**config.mk**
```make
export PLATFORM = sky130hd
export DESIGN_NAME = mult_seq_shift_add
export DESIGN_NICKNAME = d
export VERILOG_FILES = /design/src/rtl/mult_pkg.sv /design/src/rtl/mult_step.sv /design/src/rtl/mult_seq_shift_add.sv
export SDC_FILE = /design/constraint.sdc
export NUM_CORES = 1
export LEC_CHECK = 0
export CORE_UTILIZATION = 40
export CTS_BUF_LIST = sky130_fd_sc_hd__clkbuf_4 sky130_fd_sc_hd__clkbuf_8
export CTS_CLUSTER_DIAMETER = 80
export CTS_CLUSTER_SIZE = 14
export DETAILED_ROUTE_END_ITERATION = 10
export PLACE_DENSITY = 0.72
export SYNTH_ARGS = -nofsm -noshare
export SYNTH_HDL_FRONTEND = slang
export SYNTH_SLANG_ARGS = --single-unit
```
**constraint.sdc**
```tcl
create_clock -name clk -period 2.3 [get_ports clk]
set_input_delay 0.345 -clock clk [delete_from_list [all_inputs] [get_ports clk]]
set_output_delay 0.345 -clock clk [all_outputs]
set_load 0.05 [all_outputs]
```
**src/rtl/mult_pkg.sv**
```systemverilog
// Shared types and helpers for the sequential shift-add multiplier.
// Optional feature macro used by the top: MULT_SEQ_EARLY_EXIT_EN.
package mult_pkg;

  // Working width of the magnitude helper; operand widths must stay below this.
  localparam int MAG_W = 64;

  typedef logic [1:0] state_t;

  typedef enum state_t {
    ST_IDLE = 2'd0,
    ST_RUN  = 2'd1,
    ST_DONE = 2'd2
  } mult_state_e;

  // Two's-complement magnitude of a zero-extended operand. The caller keeps only
  // the operand-width low bits, so -2^(W-1) maps to 2^(W-1) as an unsigned value.
  function automatic logic [MAG_W-1:0] twos_mag(input logic [MAG_W-1:0] x,
                                                input logic              is_neg);
    return is_neg ? (~x + MAG_W'(1)) : x;
  endfunction

endpackage

```
**src/rtl/mult_step.sv**
```systemverilog
// One shift-add multiply step: conditionally accumulate the shifted
// multiplicand, then advance both shift registers by one bit.
module mult_step #(
  parameter int P_W = 24,
  parameter int B_W = 8
) (
  input  logic [P_W-1:0] acc,
  input  logic [P_W-1:0] a_sh,
  input  logic [B_W-1:0] b_sh,
  output logic [P_W-1:0] acc_next,
  output logic [P_W-1:0] a_sh_next,
  output logic [B_W-1:0] b_sh_next
);

  // Single iteration of the classic add-then-shift recurrence.
  always_comb begin
    acc_next  = b_sh[0] ? (acc + a_sh) : acc;
    a_sh_next = a_sh << 1;
    b_sh_next = b_sh >> 1;
  end

endmodule

```
**src/rtl/mult_seq_shift_add.sv**
```systemverilog
// Iterative shift-add multiplier, one multiplier bit per clock, with
// valid/ready handshakes and optional two's-complement operation.
// Define MULT_SEQ_EARLY_EXIT_EN to finish as soon as the remaining multiplier
// bits are all zero; otherwise latency is a fixed B_W cycles.
//
// state   | meaning
// --------+------------------------------------------------------------
// ST_IDLE | waiting for operands, in_ready high
// ST_RUN  | iterating, one multiplier bit per clock, busy high
// ST_DONE | product presented, out_valid high until out_ready
module mult_seq_shift_add
  import mult_pkg::*;
#(
  parameter int A_W    = 16,
  parameter int B_W    = 8,
  parameter int SIGNED = 0
) (
  input  logic                 clk,
  input  logic                 rst_n,
  input  logic                 flush,
  input  logic                 in_valid,
  output logic                 in_ready,
  input  logic [A_W-1:0]       a,
  input  logic [B_W-1:0]       b,
  output logic                 out_valid,
  input  logic                 out_ready,
  output logic [A_W+B_W-1:0]   product,
  output logic                 busy
);

  localparam int P_W   = A_W + B_W;
  localparam int CNT_W = $clog2(B_W);

  mult_state_e      state;
  logic [P_W-1:0]   acc;
  logic [P_W-1:0]   a_sh;
  logic [B_W-1:0]   b_sh;
  logic [CNT_W-1:0] cnt;
  logic             neg;

  logic [P_W-1:0]   acc_next;
  logic [P_W-1:0]   a_sh_next;
  logic [B_W-1:0]   b_sh_next;
  logic             last;

  logic             a_neg;
  logic             b_neg;
  logic [MAG_W-1:0] a_mag_w;
  logic [MAG_W-1:0] b_mag_w;
  logic             unused_mag_bits;

  assign a_neg   = (SIGNED != 0) && a[A_W-1];
  assign b_neg   = (SIGNED != 0) && b[B_W-1];
  assign a_mag_w = twos_mag(MAG_W'(a), a_neg);
  assign b_mag_w = twos_mag(MAG_W'(b), b_neg);
  // Only the operand-width magnitudes are meaningful.
  assign unused_mag_bits = ^{a_mag_w[MAG_W-1:A_W], b_mag_w[MAG_W-1:B_W]};

  mult_step #(.P_W(P_W), .B_W(B_W)) u_step (
    .acc       (acc),
    .a_sh      (a_sh),
    .b_sh      (b_sh),
    .acc_next  (acc_next),
    .a_sh_next (a_sh_next),
    .b_sh_next (b_sh_next)
  );

`ifdef MULT_SEQ_EARLY_EXIT_EN
  assign last = (cnt == CNT_W'(B_W - 1)) || (b_sh_next == '0);
`else
  assign last = (cnt == CNT_W'(B_W - 1));
`endif

  assign in_ready  = (state == ST_IDLE);
  assign busy      = (state == ST_RUN);
  assign out_valid = (state == ST_DONE);

  // Handshake FSM and datapath registers; flush aborts without touching product.
  always_ff @(posedge clk or negedge rst_n) begin
    if (!rst_n) begin
      state   <= ST_IDLE;
      acc     <= '0;
      a_sh    <= '0;
      b_sh    <= '0;
      cnt     <= '0;
      neg     <= 1'b0;
      product <= '0;
    end else if (flush) begin
      state <= ST_IDLE;
    end else begin
      case (state)
        ST_IDLE: begin
          if (in_valid) begin
            a_sh  <= P_W'(a_mag_w[A_W-1:0]);
            b_sh  <= b_mag_w[B_W-1:0];
            acc   <= '0;
            cnt   <= '0;
            neg   <= a_neg ^ b_neg;
            state <= ST_RUN;
          end
        end
        ST_RUN: begin
          acc  <= acc_next;
          a_sh <= a_sh_next;
          b_sh <= b_sh_next;
          cnt  <= cnt + CNT_W'(1);
          if (last) begin
            product <= neg ? (P_W'(0) - acc_next) : acc_next;
            state   <= ST_DONE;
          end
        end
        ST_DONE: begin
          if (out_ready) state <= ST_IDLE;
        end
        default: state <= ST_IDLE;
      endcase
    end
  end

endmodule
```
; Word-level counts from Yosys, hierarchy flattened
; Index checks and enable logic that the tools add are counted.
[classes]
n_reduce_logical = 5
muxes = 14
bitwise = 1
n_eq_ne = 7
n_addsub = 2
[ops]
columns = cell, count
row1 = 24-bit case mux with 2 select lines, 2
row2 = 24-bit 2-to-1 mux, 3
row3 = 24-bit adder, 1
row4 = 8-bit case mux with 2 select lines, 1
row5 = 3-bit AND reduction, 3
row6 = 2-bit 2-to-1 mux, 4
row7 = 8-bit 2-to-1 mux, 1
row8 = 3-bit by 2-bit inequality test with 1-bit output (second input constant), 2
row9 = 2-bit case mux with 3 select lines, 1
row10 = 3-bit case mux with 2 select lines, 1
row11 = 3-bit by 1-bit adder with 3-bit output (second input constant), 1
row12 = 3-bit == test (second input constant), 1
row13 = 3-bit 2-to-1 mux, 1
row14 = 3-bit inequality test (second input constant), 1
row15 = 2-bit by 1-bit == test with 1-bit output (second input constant), 1
row16 = 2-bit == test (second input constant), 1
row17 = 2-bit logical NOT, 1
row18 = 2-bit inequality test (second input constant), 1
row19 = 2-bit nonzero test, 1
row20 = 1-bit NOT, 1
[totals]
regBits = 85
in_bits = 29
out_inout_bits = 27
elab_cells = 35

; Depth between registers and ports, before layout
; Gate-level depths: netlist of run 1.
[depth]
depth_word = 4
ltp_mapped = 11
mapped_depth_nobuf = 11

; By module
; A second synthesis of run 1 with hierarchy kept.
[hier_totals]
cells_unflattened = 535
hier_area_um2 = 5347.6
[modules_own_cells]
columns = mod, area_per_inst_um2, n_inst, cells_each
row1 = mult_seq_shift_add, 3383.2, 1, 259
row2 = mult_step, 1964.4, 1, 276

; Worst setup path after synthesis of run 1
; Ideal clock, no wire load.
[synth_timing]
path_kind = reg-to-reg
startpoint = reg acc[5]
endpoint = reg acc[21]
path_buffers = 0
path_stages_with_launch = 10
arrival_ns = 2.200
setup_slack_ns = -0.025
synth_period_minus_slack_ns = 2.325
path_cell_list = dfrtp_1 -> ha_1 -> o21a_1 -> o2111a_1 -> a21boi_2 -> nand2_1 -> a31o_1 -> o41ai_4 -> xor2_1 -> o21ai_1
[synth_via]
elab_chain_cells = 3
[synth_lines]
columns = item, line_no
row1 = from (decl), mult_seq_shift_add.sv:35  ; logic [P_W-1:0] acc;
row2 = from (signal assigned), mult_seq_shift_add.sv:103  ; acc <= acc_next;
row3 = 24-bit adder, mult_step.sv:17  ; acc_next = b_sh[0] ? (acc + a_sh) : acc;
row4 = 24-bit 2-to-1 mux, mult_step.sv:17
row5 = 24-bit case mux with 2 select lines, mult_seq_shift_add.sv:91  ; case (state)
; No other way between the ends.
; A chain may end at the register's enable or synchronous reset.

; Worst setup path in the final report of run 1
[layout_timing]
startpoint = reg acc[1]
endpoint = reg acc[21]
; Same word-level chain as after synthesis.

==> results list, run 1 <==
- CP startpoint kind: register
- Hold WC Path Type: input port to asynchronous set/reset pin
- Buffers & Inverters on Critical Path: 0
- Wire length reported by the detailed router: 11900 um
- Power per unit of standard cell area: 657 mW/mm^2
* Worst setup path class: register to register
- Yosys reg bits: 85
- The checks that failed: DRC, setup timing.
- Library cell occupying the most area in the post-synthesis netlist: dfrtp_1
- Overall power consumption after layout is estimated at 4.21 mW.
- Crit path to: acc[21]
* Stages on the worst setup path: 9
- Launch instance of the worst register-to-register path: acc[1]
* Fraction of registers with async set/reset: 100%
* Number of diodes added for antenna fixing: 0
* Endpoints failing hold: 0
- After routing the design area is 0.00641 mm^2.
- STA classifies the critical path endpoint as a register.
- The first global-routing pass estimated 19500 um of wire.
- The later pin in the worst-skew pair is clocked with a latency of 0.37 ns.
- Total of endpoints with negative setup slack in the final report: 18
- Router iterations before antenna repair: 8
- The largest individual stage delay along the critical path comes from the cell dfrtp_1.
- Rel. slew slack: 66.6%
- Worst voltage drop across the vdd grid: 306 uV
* Delay of the slowest cell on the worst path: 0.42 ns
- Summed over all cells, the static leakage comes to 3.08 nW.
- Most frequent cell after synthesis: dfrtp_1
- The synthesized design devotes to its leading area cell type 44.4% of total area.
* Area of the multi-input gates: 0.00275 mm^2
- Entering global routing, the biggest net connects 60 pins.
- Yosys synthesis warning count: 0
- Max-slew violation total from the final report: 0
* Antenna Violating Nets Remaining: 0
- Largest cells by area after synthesis: dfrtp_1 44%, mux2i_1 8.1%, ha_1 6.5%
* Number of vias in the routed layout: 4039
- Post-DP HPWL: 8340 um
- Master cell of the clock root buffer: clkbuf_8
* DP Cell Count: 714
- The floorplan has 39 rows.
* Ordered list of cells on the worst path: ha_4 > a211oi_4 > o211ai_1 > a21boi_2 > nand2_2 > a31o_1 > o41ai_4 > xor2_1 > o21ai_1
* Average size of a mapped cell: 9.84 um^2
- Register area: 0.00213 mm^2
* Per-cell routed wire length: 16.0 um
* Status: finished, violations left
- Worst EP arrival: 2.72 ns
- Crit path from: acc[1]
- Max-cap violations in this run came to 0.
- From synthesis to final layout, the design area changed by 33.8%.
- Number of global-route vias before repair: 3922
- The filler cells instantiated in the layout total 1000.
- Net count, final: 652
- The number of clock buffers added by TritonCTS is 9.
- When the netlist entered floorplanning its net count stood at 542.
- Detailed-route DRC error count: 10
- Buffer depth of the longest clock path: 2
- PnR worst setup slack: -0.167 ns
- The total overflow left after global routing is 0.
- Based on the critical path, the design can be clocked at up to 405 MHz.
* Setup TNS: -1.42 ns
* Cell family with the largest share of critical-path delay: compound AO/OA/AOI/OAI gates
- Top cells by count, synth: 85 x dfrtp_1, 67 x nand2_1, 59 x o21ai_0
- Worst Path Required: 2.55 ns
* Unique masters post-synth: 50
* Clock transition time at the flip-flop clock pins of the worst setup and hold paths: 0.09 ns
* Part of the cycle the worst path needs: 107%
* CTS tree: done
- Number of cells produced by synthesis: 487
* Post-layout minimum cycle time: 2.47 ns
- Clock sinks: 85
- Layout cells sized above 1: 21.1%
- The mapped netlist covers 0.00479 mm^2.
- The placed instances occupy a cell area of 0.00588 mm^2.
- After synthesis, flip-flops and latches occupy 44.4% of the total area.
- Starting density of the core: 41.4%
* Critical path peak fanout: 3
- RSZ-0062 raised after global routing: yes
- Area inside the core boundary: 0.0116 mm^2
- The H-tree generated during clock tree synthesis spans 3 levels.
- Overall die width: 111 um
- Dividing the detail-routed via count by the number of cells gives 5.42.
* Hold Slack: 0.435 ns
* Total routing usage reported by global routing: 19.9%
- Die outline area: 0.0124 mm^2
* RR Endpoint: acc[21]
- Counting flops with a built-in enable in the synthesized netlist gives 0.
* Routability Congestion: 0.881
- Setup slack on the worst reg-to-reg path comes out at -0.17 ns.
- At the pin with the least slew margin, the transition time is 0.500 ns.
- Chip Height: 111 um
- 56 I/O pins were placed.
- Post-layout instance count excluding filler cells: 745
- Between clock sinks in the finished design, the worst skew comes to 0.00947 ns.
* Antenna violations before repair: 0
- The number of cells on the worst reg-to-reg path is 9.
- For this block, the initial DRC count from the detailed router was 182.
* Most common flop cell mapped by yosys: dfrtp_1
* Number of port buffers: 55
[cell usage in the layout (no fill, tap or decap), types with 5 or more instances in the layout]
cell type,count
clkbuf_8,9
xnor2_2,6
clkdlybuf4s50_1,53
nor2_1,14
nor3b_1,6
buf_4,66
a21oi_1,24
dfrtp_1,85
mux2i_1,39
ha_4,5
ha_1,19
nand3_1,7
o21ai_1,11
o21ai_0,49
nand2_1,64
xor2_1,8
a22o_1,26
a21o_1,19
inv_1,8
xnor2_1,6
[report_power, final]
| part | total, mW | internal (mW) | leakage [nW] | switching, mW |
|---|---|---|---|---|
| sequential | 1.75 | 1.62 | 1.14 | 0.128 |
| combinational | 1.27 | 0.640 | 1.83 | 0.635 |
| clock | 1.18 | 0.615 | 0.106 | 0.569 |
| total | 4.21 | 2.88 | 3.08 | 1.33 |
[cells by family after synthesis]
logic type | after synthesis | synth area share (%)
AO/OA/AOI/OAI | 158 | 21.9
XOR/XNOR | 22 | 4.02
adder cells (fa/ha/maj) | 26 | 6.94
buffers and inverters | 35 | 2.77
flip-flops | 85 | 44.4
multiplexers | 41 | 8.69
AND/OR/NAND/NOR | 120 | 11.3
[final cells by class]
cell class | count | area share, %
Clock inverter | 7 | 1.52
Clock buffer | 9 | 1.93
Timing Repair Buffer | 124 | 17.1
Tap cell | 143 | 2.79
Inverter | 10 | 0.585
Sequential cell | 85 | 33.2
Multi-Input combinational cell | 367 | 42.9
[worst min-delay path by stage]
| stage | to | start | cells after the start | slack [ns] |
|---|---|---|---|---|
| 6_report | b_sh[6] | rst_n | 2 | 0.43 |
| 5_1_grt | b_sh[4] | rst_n | 2 | 0.47 |
| 4_1_cts | b_sh[6] | rst_n | 2 | 0.45 |
| 3_5_place_dp | b_sh[4] | rst_n | 1 | 0.31 |
| 3_3_place_gp | b_sh[4] | rst_n | 1 | 0.30 |
| 2_1_floorplan | a_sh[0] | rst_n | 0 | 0.05 |
[through the flow]
stage	setup slack, ns	util, %
2_1_floorplan	0.0171	-
3_3_place_gp	-0.160	50.8
3_5_place_dp	-0.267	50.8
4_1_cts	-0.157	54.2
5_1_grt	-0.278	55.4
6_report	-0.167	55.4
[per-layer routing]
metal	wire length, um	up-vias	global-route usage, %
met5	0	-	0
met4	263	0	9.73
met3	508	20	2.29
met2	5430	114	30.0
met1	5700	1939	28.4
li1	-	1966	-
[worst register-to-register path, cell delays in order (launching register included)]
cell and delay, ns:
dfrtp_1 0.42, ha_4 0.27, a211oi_4 0.29, o211ai_1 0.17, a21boi_2 0.23, nand2_2 0.09
a31o_1 0.25, o41ai_4 0.37, xor2_1 0.19, o21ai_1 0.07
[timing repair]
item                                    in CTS  in global routing
buffers inserted                            11                  5
endpoints found under the hold margin       29                  0
gates cloned                                 0                  0
hold buffers                                 1                  0
endpoints found under the setup margin      20                 29
resized for setup                           19                 26
pin swaps                                   19                 23
[flip-flops by register name (all words and copies together) (netlist names)]
register,cells
a_sh,24
acc,24
b_sh,8
cnt,3
product,24
state,2
No activity file was read; power rests on OpenSTA's default activity.
==> run 2, diff against run 1 <==
CORE_MARGIN = 2   (was default)
==> results list, run 2 (same netlist as run 1, synthesis figures left out) <==
- Status: finished, violations left
- Violations in the final reports: setup timing
- The worst slack at placement is -0.244 ns (+0.0226 ns).
- Worst voltage drop across the vdd grid: 309 uV (+1.0%)
- The number of port buffers was 55 (unchanged).
- Number of vias in the routed layout: 3948 (-2.3%)
- Worst setup EP type: register
* Post-DP HPWL: 8790 um (+5.4%)
- Regs by FF count: a_sh (24), acc (24), product (24)
- RSZ-0062 raised after global routing: yes
- The number of routed nets with antenna violations is 0 (unchanged).
* First-pass GRT wire length: 20000 um (+2.2%)
- Wire length reported by the detailed router: 12000 um (+0.92%)
* Total routing usage reported by global routing: 19.5% (-0.36 points)
* Post-layout instance count excluding filler cells: 739 (-0.81%)
- Max-slew violation total from the final report: 0 (unchanged)
* Length of routed wiring on met1: 5930 um (+3.9%)
- Post-layout minimum cycle time: 2.43 ns (-0.0381 ns)
- DP Cell Count: 718 (+0.56%)
- Total of endpoints with negative setup slack in the final report: 11 (-7)
* Master cell of the clock root buffer: clkbuf_8
- Length of routed met2 wiring: 5310 um (-2.1%)
* Starting density of the core: 41.4% (unchanged)
- The top-level port count was 56 (unchanged).
- The worst max-slew margin expressed relative to the limit is 59.9% (-6.7 points).
* Routability Congestion: 0.903 (+2.5%)
- The remaining design rule violation count was 0 (-10).
- The via-per-instance ratio is 5.34 (-1.5%).
- H-tree depth reported by CTS: 3 (unchanged)
- Overall die width: 113 um (+1.8%)
* CTS tree: done
- The number of nets at the end of the flow came to 647 (-0.77%).
* Final clock skew: 0.00803 ns (-0.00144 ns)
- Hold WC Path Type: register to register
- Cell at the slowest stage of the critical path: dfrtp_1
* Buffers & Inverters on Critical Path: 1 (+1)
- STA classifies the critical path startpoint as a register.
- Most common cell after layout, fill and taps aside: dfrtp_1
- Transition time at the pin with the least slew margin: 0.602 ns (+0.102 ns)
- Router iterations before antenna repair: 5 (-3)
- Aggregate global routing overflow: 0 (unchanged)
- Leakage component of the power: 3.01 nW (-2.1%)
- The highest layer touched by signal routing is met4.
- The final worst slack is -0.129 ns (+0.0381 ns).
* Layout cells sized above 1: 20.0% (-1.1 points)
- Traced cell by cell, the critical path runs through ha_2 > buf_4 > a211oi_2 > o211ai_1 > a21boi_2 > a31oi_2 > a221oi_2 > xnor2_2 > mux2_4 > nand2_1.
* Num rows: 39 (unchanged)
- The first-iteration detailed-routing DRC count was 262 (+44%).
- Final design utilization: 54.6% (-0.87 points)
- Pin count of the biggest net entering global routing: 47 (-22%)
- The final cycle utilization of the critical path was 106% (-1.7 points).
* Filler cell count: 1030 (+3.0%)
* Max-Cap Viols: 0 (unchanged)
* Hold Slack: 0.485 ns (+0.0507 ns)
- The cell family contributing the most delay on the critical path is compound AO/OA/AOI/OAI gates.
- Antenna violations before repair: 0 (unchanged)
- The critical path is of the register to register type.
- Buffer depth of the longest clock path: 2 (unchanged)
* Number of global-route vias before repair: 3987 (+1.7%)
- Clock sinks: 85 (unchanged)
- The area of the core region is 0.0116 mm^2 (unchanged).
- Register area: 0.00213 mm^2 (unchanged)
- The clock transition at the registers of the reported paths is 0.09 ns (about the same).
* Power per unit of standard cell area: 631 mW/mm^2 (-4.0%)
- The die boundary height is 113 um (+1.8%).
- The routed length per instance came to 16.3 um (+1.7%).
- Worst EP arrival: 2.74 ns (+0.02 ns)
- The endpoint required time on the critical path was 2.61 ns (+0.06 ns).
- Delay of the slowest cell on the worst path: 0.39 ns (-0.03 ns)
- Compared with the post-synthesis result, the final layout area differs by 31.7%.
- The top achievable clock speed is 412 MHz (+1.6%).
- In the layout the commonest cells are 85 x dfrtp_1, 65 x nand2_1, 62 x buf_4.
- Critical path peak fanout: 3 (unchanged)
- Routed wl met3: 623 um (+23%)
- Latest clock arrival within the worst-skew pair: 0.37 ns (about the same)
- Number of diodes added for antenna fixing: 0 (unchanged)
* Area of the multi-input gates: 0.00274 mm^2 (-0.27%)
- The number of buffers created by CTS is 9 (unchanged).
- Die outline area: 0.0129 mm^2 (+3.6%)
* Total Power Consumption: 3.98 mW (-5.5%)
* Endpoints failing hold: 0 (unchanged)
## run 2: path summary, 6_finish.rpt
check	cells past startpoint	start	endpoint	slack [ns]
min in group asynchronous	2	rst_n	b_sh[4]	0.52
hold reg to reg	2	b_sh[5]	b_sh[5]	0.49
hold / removal	2	b_sh[5]	b_sh[5]	0.49
max in group asynchronous	3	rst_n	product[23]	1.15
setup / recovery	10	a_sh[0]	product[23]	-0.13
setup reg to reg	10	a_sh[0]	product[23]	-0.13
## run 2: where the power goes
part	leakage [nW]	internal, mW	switching (mW)
registers	1.14	1.62	0.121
clock network	0.0846	0.425	0.561
logic	1.78	0.614	0.637
total	3.01	2.66	1.32
## run 2: routing by layer
metal / track usage, % / vias up
met4: 5.20 / 0
met1: 29.0 / 1878
met2: 29.6 / 92
li1: - / 1968
met3: 3.56 / 10
met5: 0 / -
## run 2: stage by stage
step / instance area, um^2 / TNS (ns)
after floorplan: 4810 / 0
after global placement: 5910 / -0.751
after detailed placement: 5910 / -1.88
after CTS: 6190 / -0.531
after global routing: 6310 / -2.86
final: 6310 / -0.570
## run 2: area by class of cell
class | instances | area share [%]
multi-input cells | 367 | 43.4
inverters | 10 | 0.595
well taps | 143 | 2.84
clock inverters | 4 | 0.397
clock buffers | 11 | 2.30
flip-flops and latches | 85 | 33.7
repair buffers | 119 | 16.8
## run 2: timing repair
action / in CTS / in global routing
pin swaps: 19 / 17
setup endpoints to repair: 22 / 26
buffers inserted: 2 / 3
gates resized for setup: 18 / 22
endpoints found under the hold margin: 28 / 0
hold buffers: 1 / 0
## run 2: worst reg2reg max path: cells and delay by family (launching register included)
kind                     cells  cell delay (ns)
AO/OA/AOI/OAI                5             1.09
XOR/XNOR                     1             0.18
adder cells (fa/ha/maj)      1             0.20
buffers and inverters        1             0.14
flip-flops                   1             0.39
multiplexers                 1             0.32
AND/OR/NAND/NOR              1             0.05
==> run 3, diff against run 2 <==
TNS_END_PERCENT = 10   (was default)
==> results list, run 3 (same netlist as run 1, synthesis figures left out) <==
- The total number of placement rows came to 39 (unchanged).
- Chip Height: 113 um (unchanged)
- The cell depth of the worst hold path came to 2 (unchanged).
* Synthesis-to-finish area growth: 30.8%
- The initial standard-cell utilization of the core is 41.4% (unchanged).
- The number of routed nets with antenna violations was 0 (unchanged).
- The transition time at the pin with the least slew margin was 0.602 ns (+0.000369 ns).
- The proportion of power drawn by the clock network is 25.1% (+0.3 points).
- Worst Path Required: 2.61 ns (about the same)
- Setup repair after global routing could not meet its margin everywhere.
- The data arrival time of the critical path came to 2.71 ns (-0.03 ns).
- Router iterations before antenna repair: 4 (-1)
- Ordered list of cells on the worst path: ha_2 > buf_4 > a211oi_2 > o211ai_1 > a21boi_2 > a31oi_2 > a221oi_2 > xnor2_2 > mux2_4 > nand2_1
* Worst setup path class: register to register
- Worst-case reg-to-reg path depth: 10 (unchanged)
- CP startpoint kind: register
* Status: finished, violations left
- The highest fanout seen on the critical path is 3 (unchanged).
- Switching power: 1.32 mW (+0.37%)
- First-pass GRT wire length: 19900 um (-0.14%)
- The clock insertion delay at the later pin of the skew report came to 0.37 ns (about the same).
- The internal portion of total power was 2.66 mW (about the same).
- The cell leakage power is 3.01 nW (about the same).
- Final clock skew: 0.00737 ns (-0.000664 ns)
- Overall die width: 113 um (unchanged)
* Cell at the slowest stage of the critical path: dfrtp_1
- Max Fclk: 417 MHz (+1.4%)
- The clock tree buffer depth was 2 (unchanged).
- Power per unit of standard cell area: 635 mW/mm^2 (+0.76%)
- Master cell of the clock root buffer: clkbuf_8
- Number of vias in the routed layout: 3933 (-0.38%)
- The antenna cell count was 0 (unchanged).
- The die outline area is 0.0129 mm^2 (unchanged).
- Antenna violations before repair: 0 (unchanged)
* Aggregate global routing overflow: 0 (unchanged)
- Wire length reported by the detailed router: 12000 um (-0.21%)
- Number of global-route vias before repair: 3981 (-0.15%)
* Area inside the core boundary: 0.0116 mm^2 (unchanged)
- The worst setup path is captured at a register.
* Routability Congestion: 0.903 (unchanged)
- The switching power share of the total came to 33.2% (+0.098 points).
- Endpoints failing hold: 0 (unchanged)
- Total of endpoints with negative setup slack in the final report: 9 (-2)
- The count of final max-slew check failures is 0 (unchanged).
* Pin count of the biggest net entering global routing: 47 (unchanged)
- The worst max-slew margin expressed relative to the limit was 59.8% (about the same).
* Clock transition time at the flip-flop clock pins of the worst setup and hold paths: 0.09 ns (about the same)
* Sequential share of power: 43.8% (about the same)
- The largest stage delay on the critical path was 0.39 ns (about the same).
- The first-iteration detailed-routing DRC count is 232 (-11%).
- Part of the cycle the worst path needs: 104% (-1.5 points)
- The routed length per instance is 16.2 um (about the same).
- In the layout the commonest cells are 85 x dfrtp_1, 66 x nand2_1, 62 x buf_4.
- Max-Cap Viols: 0 (unchanged)
* Violations in the final reports: setup timing
- Post-layout minimum cycle time: 2.40 ns (-0.0340 ns)
- The share of post-route cells with drive strength above 1 came to 18.8% (-1.1 points).
* Most common cell after layout, fill and taps aside: dfrtp_1
- Net count, final: 646 (-0.15%)
- Total clock buffers created by CTS: 9 (unchanged)
* Clock sinks: 85 (unchanged)
- Post-DP HPWL: 8790 um (unchanged)
- The remaining design rule violation count is 0 (unchanged).
- The path class of the tightest hold or removal check is register to register.
- H-tree depth reported by CTS: 3 (unchanged)
- Number of port buffers: 55 (unchanged)
* Regs by FF count: a_sh (24), acc (24), product (24)
* Top-Level Pins: 56 (unchanged)
- The combinational share of power came to 31.2% (-0.2 points).
* Total routing usage reported by global routing: 19.5% (-0.023 points)
- CTS tree: done
- Worst voltage drop across the vdd grid: 309 uV (about the same)
- The worst hold-check slack came to 0.485 ns (+0.0000180 ns).
- The final worst slack came to -0.0953 ns (+0.0340 ns).
- Routed via count divided by cell count: 5.33 (-0.24%)
- The total power after layout was 3.98 mW (about the same).
run 3: power by group through the flow:
stage / registers (mW) / clock network (mW) / logic [mW]
5_1_grt: 1.76 / 1.06 / 1.37
2_1_floorplan: 1.74 / 0 / 0.673
6_report: 1.74 / 0.998 / 1.24
4_1_cts: 1.74 / 0.995 / 1.19
3_3_place_gp: 1.76 / 0 / 1.12
3_5_place_dp: 1.76 / 0 / 1.15
run 3: through the flow:
| stage | worst slack (ns) | TNS, ns | util, % | area [um^2] | instances |
|---|---|---|---|---|---|
| 6_report | -0.0953 | -0.401 | 54.2 | 6270 | 738 |
| 5_1_grt | -0.198 | -2.59 | 54.2 | 6270 | 738 |
| 4_1_cts | -0.0842 | -0.511 | 53.4 | 6170 | 735 |
| 3_5_place_dp | -0.244 | -1.88 | 51.1 | 5910 | 718 |
| 3_3_place_gp | -0.149 | -0.751 | 51.1 | 5910 | 718 |
| 2_1_floorplan | 0.0171 | 0 | - | 4810 | 487 |
run 3: worst max-delay path, delay by kind of cell (launching register included):
family | cells | cell delay [ns]
adder cells (fa/ha/maj) | 1 | 0.19
multiplexers | 1 | 0.32
XOR/XNOR | 1 | 0.18
buffers and inverters | 1 | 0.13
AO/OA/AOI/OAI | 5 | 1.06
flip-flops | 1 | 0.39
AND/OR/NAND/NOR | 1 | 0.05
run 3: worst paths after layout:
kind / start / endpoint / slack [ns]
setup / recovery: a_sh[0] / product[23] / -0.1
hold / removal: b_sh[5] / b_sh[5] / 0.49
setup reg to reg: a_sh[0] / product[23] / -0.1
hold reg to reg: b_sh[5] / b_sh[5] / 0.49
max in group asynchronous: rst_n / product[23] / 1.15
min in group asynchronous: rst_n / b_sh[4] / 0.51
run 3: what timing repair did:
item | CTS | global route
setup buffers | 1 | 3
gates resized for setup | 14 | 18
setup endpoints to repair | 22 | 26
gates cloned | 0 | 0
pin swaps | 17 | 15
hold endpoints to repair | 28 | 0
hold buffers | 1 | 0
run 3: area by class of cell:
type                    count  area, um^2
fillers                  1031        5300
multi-input cells         367        2710
flip-flops and latches     85        2130
repair buffers            118        1050
well taps                 143         179
clock buffers              11         145
inverters                  10        37.5
clock inverters             4        25.0
run 3: per-layer routing:
layer	global-route usage (%)	vias to the layer above	part of all wire, %
met3	3.56	12	4.0
li1	-	1968	-
met2	29.5	83	44
met1	29.0	1870	51
met5	0	-	0
met4	5.20	0	1.1
